File: src/rtl/module_corrector_hamming_pkg.sv
// ============================================================================
// Module   : paquete_hamming
// Purpose  : Shared types, constants and helpers for the SECDED corrector.
// Revision : 1.0
// ============================================================================
`default_nettype none

package paquete_hamming;

    typedef enum logic [1:0] {
        REPOSO   = 2'd0,
        CORRIGE  = 2'd1,
        PRESENTA = 2'd2
    } estado_corrector_t;

    localparam logic [3:0] POS_PARIDAD_GLOBAL = 4'd8;

    // Word layout [p0,i3,i2,i1,c2,i0,c1,c0]
    localparam int BIT_DATO_I0        = 2;
    localparam int BIT_DATO_I1        = 4;
    localparam int BIT_DATO_I2        = 5;
    localparam int BIT_DATO_I3        = 6;
    localparam int BIT_PARIDAD_GLOBAL = 7;

    function automatic logic [3:0] extraer_datos(input logic [7:0] w);
        return {w[BIT_DATO_I3], w[BIT_DATO_I2], w[BIT_DATO_I1], w[BIT_DATO_I0]};
    endfunction

endpackage

`default_nettype wire

File: src/rtl/module_corrector_hamming_if.sv
// ============================================================================
// Module   : module_corrector_hamming_if
// Purpose  : Input/output handshake bundle between detector, corrector and sink.
// Revision : 1.0
// ============================================================================
`default_nettype none

interface module_corrector_hamming_if;

    logic       entrada_valida;
    logic       entrada_lista;
    logic [7:0] datos_recibidos;
    logic [2:0] sindrome;
    logic       bit_error;
    logic       error_doble;
    logic       salida_valida;
    logic       salida_lista;
    logic [7:0] palabra_corregida;
    logic [3:0] dato_corregido;
    logic [3:0] posicion_error;
    logic       error_simple_out;
    logic       error_doble_out;

    modport master (
        output entrada_valida, datos_recibidos, sindrome, bit_error, error_doble,
        output salida_lista,
        input  entrada_lista, salida_valida, palabra_corregida, dato_corregido,
        input  posicion_error, error_simple_out, error_doble_out
    );

    modport slave (
        input  entrada_valida, datos_recibidos, sindrome, bit_error, error_doble,
        input  salida_lista,
        output entrada_lista, salida_valida, palabra_corregida, dato_corregido,
        output posicion_error, error_simple_out, error_doble_out
    );

endinterface

`default_nettype wire

File: src/rtl/module_corrector_hamming_contador.sv
// ============================================================================
// Module   : module_contador_saturado
// Purpose  : Saturating up-counter with synchronous clear taking priority.
// Revision : 1.0
// ============================================================================
`default_nettype none

module module_contador_saturado #(
    parameter int ANCHO = 8
) (
    input  wire logic             clk,
    input  wire logic             rst,
    input  wire logic             limpiar,
    input  wire logic             incrementa,
    output logic      [ANCHO-1:0] cuenta
);

    localparam logic [ANCHO-1:0] C_UNO    = {{(ANCHO-1){1'b0}}, 1'b1};
    localparam logic [ANCHO-1:0] C_MAXIMO = {ANCHO{1'b1}};

    logic [ANCHO-1:0] cuenta_q;
    logic [ANCHO-1:0] cuenta_d;

    always_comb begin
        cuenta_d = cuenta_q;
        if (limpiar) begin
            cuenta_d = '0;
        end else if (incrementa && (cuenta_q != C_MAXIMO)) begin
            cuenta_d = cuenta_q + C_UNO;
        end
    end

    always_ff @(posedge clk or posedge rst) begin
        if (rst) begin
            cuenta_q <= '0;
        end else begin
            cuenta_q <= cuenta_d;
        end
    end

    assign cuenta = cuenta_q;

endmodule

`default_nettype wire

File: src/rtl/module_corrector_hamming.sv
// ============================================================================
// Module   : module_corrector_hamming
// Purpose  : Registered SECDED single-error corrector with payload extraction.
// Revision : 1.0
// ============================================================================
`default_nettype none

module module_corrector_hamming
    import paquete_hamming::*;
#(
    parameter int ANCHO_CONTADOR = 8
) (
    input  wire logic                      clk,
    input  wire logic                      rst,
    module_corrector_hamming_if.slave      bus,
    input  wire logic                      limpiar_contadores,
    output logic      [ANCHO_CONTADOR-1:0] cuenta_simples,
    output logic      [ANCHO_CONTADOR-1:0] cuenta_dobles
);

    estado_corrector_t estado_q, estado_d;

    logic [7:0] captura_q,   captura_d;
    logic [2:0] sindrome_q,  sindrome_d;
    logic       bit_err_q,   bit_err_d;
    logic       doble_in_q,  doble_in_d;

    logic [7:0] palabra_q,   palabra_d;
    logic [3:0] dato_q,      dato_d;
    logic [3:0] posicion_q,  posicion_d;
    logic       simple_q,    simple_d;
    logic       doble_q,     doble_d;

    logic       w_es_simple;
    logic       w_es_doble;
    logic [7:0] w_palabra_fija;
    logic [3:0] w_posicion_fija;

    // A double error wins over the general flag; a single error needs bit_error alone.
    assign w_es_doble  = doble_in_q;
    assign w_es_simple = bit_err_q & ~doble_in_q;

    always_comb begin
        w_palabra_fija  = captura_q;
        w_posicion_fija = 4'd0;
        if (w_es_simple) begin
            if (sindrome_q != 3'd0) begin
                w_palabra_fija  = captura_q ^ (8'd1 << (sindrome_q - 3'd1));
                w_posicion_fija = {1'b0, sindrome_q};
            end else begin
                w_palabra_fija  = captura_q ^ (8'd1 << BIT_PARIDAD_GLOBAL);
                w_posicion_fija = POS_PARIDAD_GLOBAL;
            end
        end
    end

    always_comb begin
        estado_d   = estado_q;
        captura_d  = captura_q;
        sindrome_d = sindrome_q;
        bit_err_d  = bit_err_q;
        doble_in_d = doble_in_q;
        palabra_d  = palabra_q;
        dato_d     = dato_q;
        posicion_d = posicion_q;
        simple_d   = simple_q;
        doble_d    = doble_q;
        case (estado_q)
            REPOSO: begin
                if (bus.entrada_valida) begin
                    captura_d  = bus.datos_recibidos;
                    sindrome_d = bus.sindrome;
                    bit_err_d  = bus.bit_error;
                    doble_in_d = bus.error_doble;
                    estado_d   = CORRIGE;
                end
            end
            CORRIGE: begin
                palabra_d  = w_palabra_fija;
                dato_d     = extraer_datos(w_palabra_fija);
                posicion_d = w_posicion_fija;
                simple_d   = w_es_simple;
                doble_d    = w_es_doble;
                estado_d   = PRESENTA;
            end
            PRESENTA: begin
                if (bus.salida_lista) begin
                    estado_d = REPOSO;
                end
            end
            default: begin
                estado_d = REPOSO;
            end
        endcase
    end

    always_ff @(posedge clk or posedge rst) begin
        if (rst) begin
            estado_q   <= REPOSO;
            captura_q  <= '0;
            sindrome_q <= '0;
            bit_err_q  <= 1'b0;
            doble_in_q <= 1'b0;
            palabra_q  <= '0;
            dato_q     <= '0;
            posicion_q <= '0;
            simple_q   <= 1'b0;
            doble_q    <= 1'b0;
        end else begin
            estado_q   <= estado_d;
            captura_q  <= captura_d;
            sindrome_q <= sindrome_d;
            bit_err_q  <= bit_err_d;
            doble_in_q <= doble_in_d;
            palabra_q  <= palabra_d;
            dato_q     <= dato_d;
            posicion_q <= posicion_d;
            simple_q   <= simple_d;
            doble_q    <= doble_d;
        end
    end

    assign bus.entrada_lista     = (estado_q == REPOSO);
    assign bus.salida_valida     = (estado_q == PRESENTA);
    assign bus.palabra_corregida = palabra_q;
    assign bus.dato_corregido    = dato_q;
    assign bus.posicion_error    = posicion_q;
    assign bus.error_simple_out  = simple_q;
    assign bus.error_doble_out   = doble_q;

    module_contador_saturado #(
        .ANCHO (ANCHO_CONTADOR)
    ) u_contador_simples (
        .clk        (clk),
        .rst        (rst),
        .limpiar    (limpiar_contadores),
        .incrementa ((estado_q == CORRIGE) && w_es_simple),
        .cuenta     (cuenta_simples)
    );

    module_contador_saturado #(
        .ANCHO (ANCHO_CONTADOR)
    ) u_contador_dobles (
        .clk        (clk),
        .rst        (rst),
        .limpiar    (limpiar_contadores),
        .incrementa ((estado_q == CORRIGE) && w_es_doble),
        .cuenta     (cuenta_dobles)
    );

endmodule

`default_nettype wire

File: src/flat_wrapper.sv
// flat-port wrapper written by rule: the top's interface ports become plain ports
module module_corrector_hamming_flat import paquete_hamming::*;
#(
    parameter int ANCHO_CONTADOR = 8
)
  (clk, rst, limpiar_contadores, cuenta_simples, cuenta_dobles, bus_entrada_valida, bus_datos_recibidos, bus_sindrome, bus_bit_error, bus_error_doble, bus_salida_lista, bus_entrada_lista, bus_salida_valida, bus_palabra_corregida, bus_dato_corregido, bus_posicion_error, bus_error_simple_out, bus_error_doble_out);
  module_corrector_hamming_if bus_i ();
  input  wire logic clk;
  input  wire logic rst;
  input  wire logic limpiar_contadores;
  output logic      [ANCHO_CONTADOR-1:0] cuenta_simples;
  output logic      [ANCHO_CONTADOR-1:0] cuenta_dobles;
  input wire logic [$bits(bus_i.entrada_valida)-1:0] bus_entrada_valida;
  input wire logic [$bits(bus_i.datos_recibidos)-1:0] bus_datos_recibidos;
  input wire logic [$bits(bus_i.sindrome)-1:0] bus_sindrome;
  input wire logic [$bits(bus_i.bit_error)-1:0] bus_bit_error;
  input wire logic [$bits(bus_i.error_doble)-1:0] bus_error_doble;
  input wire logic [$bits(bus_i.salida_lista)-1:0] bus_salida_lista;
  output wire logic [$bits(bus_i.entrada_lista)-1:0] bus_entrada_lista;
  output wire logic [$bits(bus_i.salida_valida)-1:0] bus_salida_valida;
  output wire logic [$bits(bus_i.palabra_corregida)-1:0] bus_palabra_corregida;
  output wire logic [$bits(bus_i.dato_corregido)-1:0] bus_dato_corregido;
  output wire logic [$bits(bus_i.posicion_error)-1:0] bus_posicion_error;
  output wire logic [$bits(bus_i.error_simple_out)-1:0] bus_error_simple_out;
  output wire logic [$bits(bus_i.error_doble_out)-1:0] bus_error_doble_out;
  assign bus_i.entrada_valida = bus_entrada_valida;
  assign bus_i.datos_recibidos = bus_datos_recibidos;
  assign bus_i.sindrome = bus_sindrome;
  assign bus_i.bit_error = bus_bit_error;
  assign bus_i.error_doble = bus_error_doble;
  assign bus_i.salida_lista = bus_salida_lista;
  assign bus_entrada_lista = bus_i.entrada_lista;
  assign bus_salida_valida = bus_i.salida_valida;
  assign bus_palabra_corregida = bus_i.palabra_corregida;
  assign bus_dato_corregido = bus_i.dato_corregido;
  assign bus_posicion_error = bus_i.posicion_error;
  assign bus_error_simple_out = bus_i.error_simple_out;
  assign bus_error_doble_out = bus_i.error_doble_out;
  module_corrector_hamming #(.ANCHO_CONTADOR(ANCHO_CONTADOR)) u_core (.clk(clk), .rst(rst), .bus(bus_i), .limpiar_contadores(limpiar_contadores), .cuenta_simples(cuenta_simples), .cuenta_dobles(cuenta_dobles));
endmodule
File: config.mk
export PLATFORM = sky130hd
export DESIGN_NAME = module_corrector_hamming_flat
export DESIGN_NICKNAME = d
export VERILOG_FILES = /design/src/rtl/module_corrector_hamming_pkg.sv /design/src/rtl/module_corrector_hamming_if.sv /design/src/rtl/module_corrector_hamming_contador.sv /design/src/rtl/module_corrector_hamming.sv /design/src/flat_wrapper.sv
export SDC_FILE = /design/constraint.sdc
export NUM_CORES = 1
export LEC_CHECK = 0
export ABC_CLOCK_PERIOD_IN_PS = 1600
export CAP_MARGIN = 0
export CORE_ASPECT_RATIO = 1.75
export CORE_MARGIN = 2
export CORE_UTILIZATION = 44
export CTS_BUF_LIST = sky130_fd_sc_hd__clkbuf_16
export CTS_CLUSTER_DIAMETER = 200
export DETAILED_ROUTE_END_ITERATION = 10
export PLACE_DENSITY = 0.87
export REMOVE_ABC_BUFFERS = 1
export SETUP_SLACK_MARGIN = 0.02
export SKIP_LAST_GASP = 1
export SYNTH_ARGS = -nofsm -noshare
export SYNTH_HDL_FRONTEND = slang
export SYNTH_SLANG_ARGS = --single-unit
File: constraint.sdc
create_clock -name clk -period 1.6 [get_ports clk]
set_input_delay 0.32 -clock clk [delete_from_list [all_inputs] [get_ports clk]]
set_output_delay 0.32 -clock clk [all_outputs]
set_load 0.02 [all_outputs]
* Yosys cells after proc, flatten, opt, wreduce, memory -nomap -nowiden
Index checks and enable logic that the tools add are counted.
Storage, ports and cells: logic and storage cells 47, output and inout bits 36, input bits 18, register bits 49
Cells by class: multiplexer cells 11, reduce and logical (&&, ||, !) cells 10, bitwise operators 4, add/subtract/negate cells 3, shift operators 1, equal/unequal tests 6
Operators by type and width (number):
- 8-bit 2-to-1 mux | 6
- 8-bit by 1-bit adder with 8-bit output (second input constant) | 2
- 8-bit != test (second input constant) | 2
- 4-bit 2-to-1 mux | 2
- 1-bit by 3-bit << shifter with 8-bit output (first input constant) | 1
- 8-bit XOR | 1
- 2-bit one-hot mux with 3 select lines | 1
- 1-bit logical AND | 4
- 2-bit 2-to-1 mux | 2
- 2-bit != test (second input constant) | 2
- 2-bit AND reduction | 2
- 2-bit nonzero test | 2
- 3-bit nonzero test | 1
- 3-bit by 1-bit subtractor with 3-bit output (second input constant) | 1
- 2-bit by 1-bit equality test with 1-bit output (second input constant) | 1
- 2-bit equality test (second input constant) | 1
- 2-bit zero test | 1
- 1-bit NOT | 2
- 1-bit AND | 1

* Depth between registers and ports, before layout
Gate-level depths: netlist of run 1.
word-level depth 6, gate-level depth with buffers 5, mapped depth without buffers 5

* Cells and area by module
Synthesis of run 1 repeated with hierarchy kept, for this count alone.
Unflattened totals: cell total of the unflattened synthesis 204, area total of the unflattened synthesis 2270.9 µm²
Modules (own cells, without submodules):
- module_corrector_hamming | cells each 106, area an instance 1262.5 µm², sequential area each 725.7 µm², instances 1
- module_contador_saturado | cells each 49, area an instance 504.2 µm², sequential area each 200.2 µm², instances 2

* Worst setup path before layout of run 1
No wires, ideal clock.
path type reg-to-reg, from register u_core.estado_q[1], to register u_core.captura_q[0], arrival time 1644 ps, slack -169 ps, cell stages (with the launch flop) 6, buffers on the path 2, period minus slack after synthesis 1769 ps, setup time 125 ps, data required time 1475 ps, cells stage by stage dfrtp_1 -> nor2_1 -> and2_1 -> clkbuf_1 -> buf_2 -> mux2_2
On the way: word-level cells in the longest chain between the ends 2
RTL lines:
- start: declaration | RTL line module_corrector_hamming.sv:21 | estado_corrector_t estado_q, estado_d;
- start signal: assignment | RTL line module_corrector_hamming.sv:110 | estado_q <= estado_d;
- 2-bit zero test
- net bus_entrada_lista | RTL line flat_wrapper.sv:19 | output wire logic [$bits(bus_i.entrada_lista)-1:0] bus_entrada_lista;
- 2-bit AND reduction (no source line)
- end signal: assignment | RTL line module_corrector_hamming.sv:111 | captura_q <= captura_d;
- end: declaration | RTL line module_corrector_hamming.sv:23 | logic [7:0] captura_q, captura_d;
The timed path passes the listed nets, and every way through them passes these cells. A chain may end at the register's enable or synchronous reset.

* Worst setup path after layout of run 1
from register u_core.posicion_q[3] (netlist: u_core.bus.posicion_error[3]), to output bus_posicion_error[3]
RTL lines:
- start: declaration | RTL line module_corrector_hamming.sv:30 | logic [3:0] posicion_q, posicion_d;
- start signal: assignment | RTL line module_corrector_hamming.sv:117 | posicion_q <= posicion_d;
- end: declaration | RTL line flat_wrapper.sv:23 | output wire logic [$bits(bus_i.posicion_error)-1:0] bus_posicion_error;
No word-level cell between the ends.

==> impl_metrics.json, run 1 <==
{
  "max_slew_margin": 0.7581,
  "initial_utilization": 0.4543,
  "p_leak_nw": 1.511,
  "core_area_mm2": 0.004666,
  "r2r_slack_ps": 80,
  "cpLargestDelayFamily": "buffers and inverters",
  "io_buffer_count": 53,
  "dieArea_mm2": 0.005410,
  "cts_tree": "done",
  "drc": 0,
  "drt-vias-per-instance": 5.308,
  "final_common_cell": "dfrtp_1",
  "power_frac_comb": 0.385,
  "pre_cts_ws_ps": 35.85,
  "drt_first_pass_iters": 4,
  "fin_cells": 299,
  "postCtsSetupBuffers": 0,
  "grt_overflow": 0,
  "worstReg2RegStart": "u_core.estado_q[1]",
  "netlist_instances": 189,
  "status": "finished, final reports clean",
  "fin_crit_sh": 0.9593,
  "yosys_register_bits": 45,
  "synth_top_family_by_area": "simple AND/OR/NAND/NOR gates",
  "internal-power_w": 0.002943,
  "clk_pin_slew_ps": 60,
  "layout_common_cells": "dfrtp_1, dlygate4sd2_1, clkdlybuf4s50_1",
  "die_w_um": 56.47,
  "clk_path_buf_depth": 2,
  "maxCapViolCount": 0,
  "track_usage": 0.1701,
  "synth_cell_types": 40,
  "rows": 33,
  "rsz0062_at_grt": "true",
  "routabilityCongestion": 0.7615,
  "yosys.area_share.simple": 0.1677,
  "power_frac_seq": 0.404,
  "cts_sinks": 45,
  "grt_max_degree": 46,
  "drt_iter0_drc": 40,
  "fin_worst_skew_ps": 4.868,
  "vias": 1587,
  "report.final.setup_viol": 0,
  "crit_path_start_kind": "register",
  "synthMuxAreaShare": 0.08796,
  "clock.fmax_mhz": 651.5,
  "reg2regPathDepth": 4,
  "antenna_cells": 0,
  "p_clk_frac": 0.211,
  "synth-main-ff-cell": "dfrtp_1",
  "nets": 266,
  "worstSkewPairLatency_ps": 280,
  "worstPathRequired_ps": 1280,
  "synth_xor_area_frac": 0.07438,
  "numCtsBuffers": 5,
  "worstReg2RegEnd": "u_core.u_contador_simples.cuenta[5]",
  "hpwlAfterDp_um": 3081,
  "critPathKind": "reg2out",
  "ioPinCount": 54,
  "p_sw_frac": 0.3389,
  "grt_pass1_vias": 1571,
  "p_switching_w": 0.001509,
  "area_delta_synth_final_pct": 36.42,
  "grt_first_pass_wirelength_um": 7100,
  "hp-class": "in2async",
  "synthesis.area_mm2": 0.002120,
  "die-height_um": 95.82,
  "layout_setup_ws_ps": 65.18,
  "powerDensity_mw_per_mm2": 1539,
  "final_layout_size_suffix_gt1_frac": 0.1700,
  "cpMaxStageDelayCell": "clkdlybuf4s50_1",
  "place_inst": 291,
  "antenna_left": 0,
  "cp.arrival_ps": 1210,
  "htreeDepth": 2,
  "ys_warn_count": 0,
  "root_buffer": "clkbuf_16",
  "worstSetupEndpointType": "output pin",
  "path_cells": "clkdlybuf4s50_1",
  "antenna_found_initial": 0,
  "slew_viol_final": 0,
  "synth-edff-count": 0,
  "wl_per_cell_um": 14.07,
  "synth_seq_area_share": 0.5313,
  "worstMarginPinSlew_ps": 362.8,
  "critPathMaxFanout": 2,
  "wirelength_um": 4207,
  "hold_viol_final": 0,
  "worst_path_largest_cell_delay_ps": 610,
  "peakVddDrop_v": 0.001109,
  "critical_path_buf_inv_count": 1,
  "fin_crit_ps": 1535,
  "nFillCells": 391,
  "synth_compound_gate_area_share": 0.08146,
  "synth.avg_cell_area_um2": 11.21,
  "synthAdderAreaFrac": 0.01181,
  "async_reset_ff_frac": 1.000
}
layout make-up:
| class | count | area (µm²) | share of cell area |
|---|---|---|---|
| Clock buffer | 5 | 125.1 | 0.04327 |
| Clock inverter | 3 | 11.26 | 0.003894 |
| Inverter | 2 | 7.507 | 0.002596 |
| Multi-Input combinational cell | 127 | 905.9 | 0.3133 |
| Sequential cell | 45 | 1127 | 0.3899 |
| Tap cell | 52 | 65.06 | 0.02250 |
| Timing Repair Buffer | 65 | 649.4 | 0.2246 |
worst max-delay path by stage:
| stage | from | endpoint | slack, ps | cells after the start |
|---|---|---|---|---|
| 3_3_place_gp | u_core.u_contador_simples.cuenta[1] | u_core.u_contador_simples.cuenta[5] | 50 | 5 |
| 2_1_floorplan | u_core.estado_q[1] | u_core.bit_err_q | -80 | 3 |
| 3_5_place_dp | u_core.u_contador_simples.cuenta[1] | u_core.u_contador_simples.cuenta[5] | 40 | 5 |
| 5_1_grt | u_core.u_contador_dobles.cuenta[0] | u_core.u_contador_dobles.cuenta[7] | -10 | 5 |
| 6_report | u_core.bus.posicion_error[3] | bus_posicion_error[3] | 70 | 1 |
| 4_1_cts | u_core.bus.dato_corregido[1] | bus_dato_corregido[1] | 20 | 1 |
through the flow:
step / total power, W / utilization / instance area [µm²] / TNS, ps / hold slack (ps)
global placement: 0.003579 / 0.5876 / 2741 / 0 / 466.6
global route: 0.004738 / 0.6197 / 2892 / -14.69 / 421.1
finish: 0.004451 / 0.6197 / 2892 / 0 / 384.9
detailed placement: 0.003643 / 0.5876 / 2741 / 0 / 470.2
floorplan: 0.002769 / - / 2031 / -1058 / 383.1
CTS: 0.004537 / 0.6106 / 2849 / 0 / 406.2
cells by family after synthesis:
family | after synthesis
muxes | 17
AOI/OAI and AO/OA | 26
adders and majority gates | 2
buffers and inverters | 17
and+or+nand+nor | 64
xor gates and xnor gates | 18
DFF | 45
sequential cells by signal (all words and copies together) (netlist names):
| name | cells |
|---|---|
| u_core.bus.palabra_corregida | 5 |
| u_core.bus.error_simple_out | 1 |
| u_core.bus.error_doble_out | 1 |
| u_core.doble_in_q | 1 |
| u_core.sindrome_q | 3 |
| u_core.bus.dato_corregido | 3 |
| u_core.u_contador_dobles.cuenta | 8 |
| u_core.bus.posicion_error | 4 |
| u_core.u_contador_simples.cuenta | 8 |
| u_core.bit_err_q | 1 |
| u_core.estado_q | 2 |
| u_core.captura_q | 8 |
cells in the mapped netlist (2+ instances only):
| master | number | area share |
|---|---|---|
| nand3b_1 | 3 | 0.011 |
| mux2_2 | 13 | 0.069 |
| nor3b_1 | 3 | 0.011 |
| inv_1 | 2 | 0.0035 |
| mux2i_1 | 4 | 0.019 |
| o21ai_0 | 12 | 0.028 |
| nand4_1 | 6 | 0.018 |
| o211ai_1 | 4 | 0.014 |
| and3_1 | 4 | 0.012 |
| buf_4 | 4 | 0.014 |
| nand2_1 | 15 | 0.027 |
| buf_2 | 2 | 0.0047 |
| xnor2_1 | 4 | 0.017 |
| ha_1 | 2 | 0.012 |
| nor2_1 | 17 | 0.030 |
| xor2_1 | 14 | 0.058 |
| nand3_1 | 3 | 0.0071 |
| nand2b_1 | 3 | 0.0089 |
| and2_1 | 2 | 0.0059 |
| dfrtp_1 | 45 | 0.53 |
| a21oi_1 | 2 | 0.0047 |
| clkbuf_1 | 7 | 0.012 |
power by group through the flow:
| stage | Sequential, W | Combinational, W | Clock, W |
|---|---|---|---|
| final | 0.00180 | 0.00172 | 0.000937 |
| after floorplan | 0.00204 | 0.000730 | 0 |
| after CTS | 0.00181 | 0.00176 | 0.000968 |
| after global routing | 0.00186 | 0.00188 | 0.00101 |
| after detailed placement | 0.00182 | 0.00182 | 0 |
| after global placement | 0.00181 | 0.00177 | 0 |
worst reg2reg max path, cell delays in order (launching register included):
cell      delay, ps
dfrtp_1         410
and4bb_2        360
o21ai_4          70
or4_1           490
a21oi_2         120
metal layers:
layer  GRT usage  vias to the layer above  part of all wire
met3     0.03226                        2             0.036
met5           0                        -                 0
met2      0.3130                       37              0.57
met4     0.06548                        0            0.0074
li1            -                      763                 -
met1      0.1914                      785              0.39
what timing repair did:
action | in CTS | in global routing
resized for setup | 23 | 19
hold endpoints to repair | 0 | 0
setup endpoints to repair | 23 | 21
hold buffers | 0 | 0
pin swaps | 0 | 2
No activity file was read; power rests on OpenSTA's default activity.
==> inputs of run 2 (changes only) <==
--- a/config.mk
+++ b/config.mk
@@ -15,7 +15,6 @@
 export DETAILED_ROUTE_END_ITERATION = 10
 export PLACE_DENSITY = 0.87
 export REMOVE_ABC_BUFFERS = 1
-export SETUP_SLACK_MARGIN = 0.02
 export SKIP_LAST_GASP = 1
 export SYNTH_ARGS = -nofsm -noshare
 export SYNTH_HDL_FRONTEND = slang
==> run 2 against run 1 <==
Sequential power is essentially flat. Sequential share of layout area is 0.068 points higher. Maximum frequency shrank 2.2%. First-iteration DRC count shrank 2.5%. Clock skew hardly changed. Hold slack gained 1.0 ps. Critical path type unchanged. Largest power group unchanged.
==> impl_metrics.json, run 2 (synthesis results as in run 1) <==
{
  "antenna_found_initial": 0,
  "dieArea_mm2": 0.005410,
  "critical_path_buf_inv_count": 1,
  "grt_first_pass_wirelength_um": 7107,
  "die-height_um": 95.82,
  "powerDensity_mw_per_mm2": 1556,
  "rows": 33,
  "fin_crit_ps": 1569,
  "antenna_left": 0,
  "drc": 0,
  "initial_utilization": 0.4543,
  "drt-vias-per-instance": 5.331,
  "worstMarginPinSlew_ps": 365.7,
  "ioPinCount": 54,
  "internal-power_w": 0.002977,
  "vias": 1594,
  "antenna_cells": 0,
  "hold_buffers": 0,
  "area_delta_synth_final_pct": 36.19,
  "worstReg2RegStart": "u_core.estado_q[1]",
  "worstPathRequired_ps": 1280,
  "slew_viol_final": 0,
  "final_layout_size_suffix_gt1_frac": 0.1619,
  "cp.arrival_ps": 1250,
  "io_buffer_count": 53,
  "layout_common_cells": "dfrtp_1, clkdlybuf4s50_1, dlygate4sd2_1",
  "fin_crit_sh": 0.9806,
  "rsz0062_at_grt": "true",
  "status": "finished, final reports clean",
  "worst_path_largest_cell_delay_ps": 610,
  "track_usage": 0.1701,
  "clk_path_buf_depth": 2,
  "wirelength_um": 4231,
  "cpMaxStageDelayCell": "clkdlybuf4s50_1",
  "clk_pin_slew_ps": 60,
  "power_frac_comb": 0.390,
  "power_frac_seq": 0.401,
  "drt_first_pass_iters": 4,
  "die_w_um": 56.47,
  "grt_max_degree": 46,
  "nets": 266,
  "fin_total_pwr_w": 0.004492,
  "grt_overflow": 0,
  "nFillCells": 390,
  "report.final.setup_viol": 0,
  "hpwlAfterDp_um": 3081,
  "wl_per_cell_um": 14.15,
  "cts_tree": "done",
  "p_sw_frac": 0.3372,
  "p_switching_w": 0.001514,
  "p_clk_frac": 0.209,
  "root_buffer": "clkbuf_16",
  "critPathKind": "reg2out",
  "fin_worst_skew_ps": 4.972,
  "grt_pass1_vias": 1573,
  "maxCapViolCount": 0,
  "max_slew_margin": 0.7562,
  "p_leak_nw": 1.483,
  "numCtsBuffers": 5,
  "peakVddDrop_v": 0.001111,
  "worstSkewPairLatency_ps": 280,
  "final_common_cell": "dfrtp_1",
  "core_area_mm2": 0.004666,
  "hold_viol_final": 0,
  "worstSetupStartpoint": "u_core.bus.dato_corregido[2]",
  "path_cells": "clkdlybuf4s50_1",
  "worstSetupEndpointType": "output pin",
  "htreeDepth": 2,
  "whs_ps": 385.9,
  "hp-class": "in2async",
  "cpLargestDelayFamily": "buffers and inverters",
  "crit_path_start_kind": "register",
  "routabilityCongestion": 0.7615,
  "drt_iter0_drc": 39,
  "cts_sinks": 45,
  "critPathMaxFanout": 3,
  "clock.fmax_mhz": 637.3
}
==> run 2: cell count changes in the layout (fill, tap and decap cells not counted) <==
cell and change:
dlygate4sd2_1 -3, clkdlybuf4s50_1 +6, clkdlybuf4s15_1 -1, a21oi_2 -1, dlymetal6s2s_1 -2, and4bb_1 +1
a21oi_1 +1, and4bb_2 -1
==> run 2: metrics by stage <==
| step | TNS, ps | util | setup slack (ps) | area (µm²) | std cells |
|---|---|---|---|---|---|
| 2_1_floorplan | -1058 | - | -77.85 | 2031 | 174 |
| 3_3_place_gp | 0 | 0.5876 | 53.72 | 2741 | 291 |
| 4_1_cts | 0 | 0.6117 | 6.372 | 2854 | 299 |
| 6_report | 0 | 0.6187 | 30.96 | 2887 | 299 |
| 5_1_grt | -15.08 | 0.6187 | -14.69 | 2887 | 299 |
| 3_5_place_dp | 0 | 0.5876 | 35.85 | 2741 | 291 |
==> run 2: path summary, 6_finish.rpt <==
| path | endpoint | slack (ps) | cells past startpoint |
|---|---|---|---|
| worst max-delay path | bus_palabra_corregida[5] | 30 | 1 |
| max in group asynchronous | u_core.u_contador_simples.cuenta[1] | 970 | 3 |
| min in group clk | u_core.bus.posicion_error[3] | 480 | 2 |
| worst max register to register | u_core.u_contador_simples.cuenta[5] | 70 | 4 |
| worst min-delay path | u_core.u_contador_dobles.cuenta[4] | 390 | 3 |
| worst min register to register | u_core.bus.posicion_error[3] | 480 | 2 |
==> run 2: repair_timing <==
| action | CTS | global route |
|---|---|---|
| resized for setup | 19 | 14 |
| buffers inserted | 0 | 0 |
| endpoints found under the setup margin | 19 | 19 |
==> run 2: area by class of cell <==
type	instances	area [µm²]	share of cell area
clock buffer	5	125.1	0.04335
clock inverter	3	11.26	0.003901
tap	52	65.06	0.02254
multi-input combinational	127	902.1	0.3125
timing repair buffer	65	648.1	0.2245
inverter	2	7.507	0.002601
sequential	45	1127	0.3905
==> run 2: power groups by stage <==
stage | clock network [W] | registers [W] | logic [W]
after CTS | 0.000968 | 0.00181 | 0.00180
after detailed placement | 0 | 0.00182 | 0.00182
after floorplan | 0 | 0.00204 | 0.000730
after global routing | 0.00101 | 0.00186 | 0.00191
after global placement | 0 | 0.00181 | 0.00177
final | 0.000940 | 0.00180 | 0.00175
==> run 2: metal layers <==
layer  wire length [µm]  global-route usage  vias up
met5                  0                   0        -
met4                 36             0.06548        0
met3                147             0.03226        2
met2               2404              0.3130       37
met1               1642              0.1914      794
li1                   -                   -      761
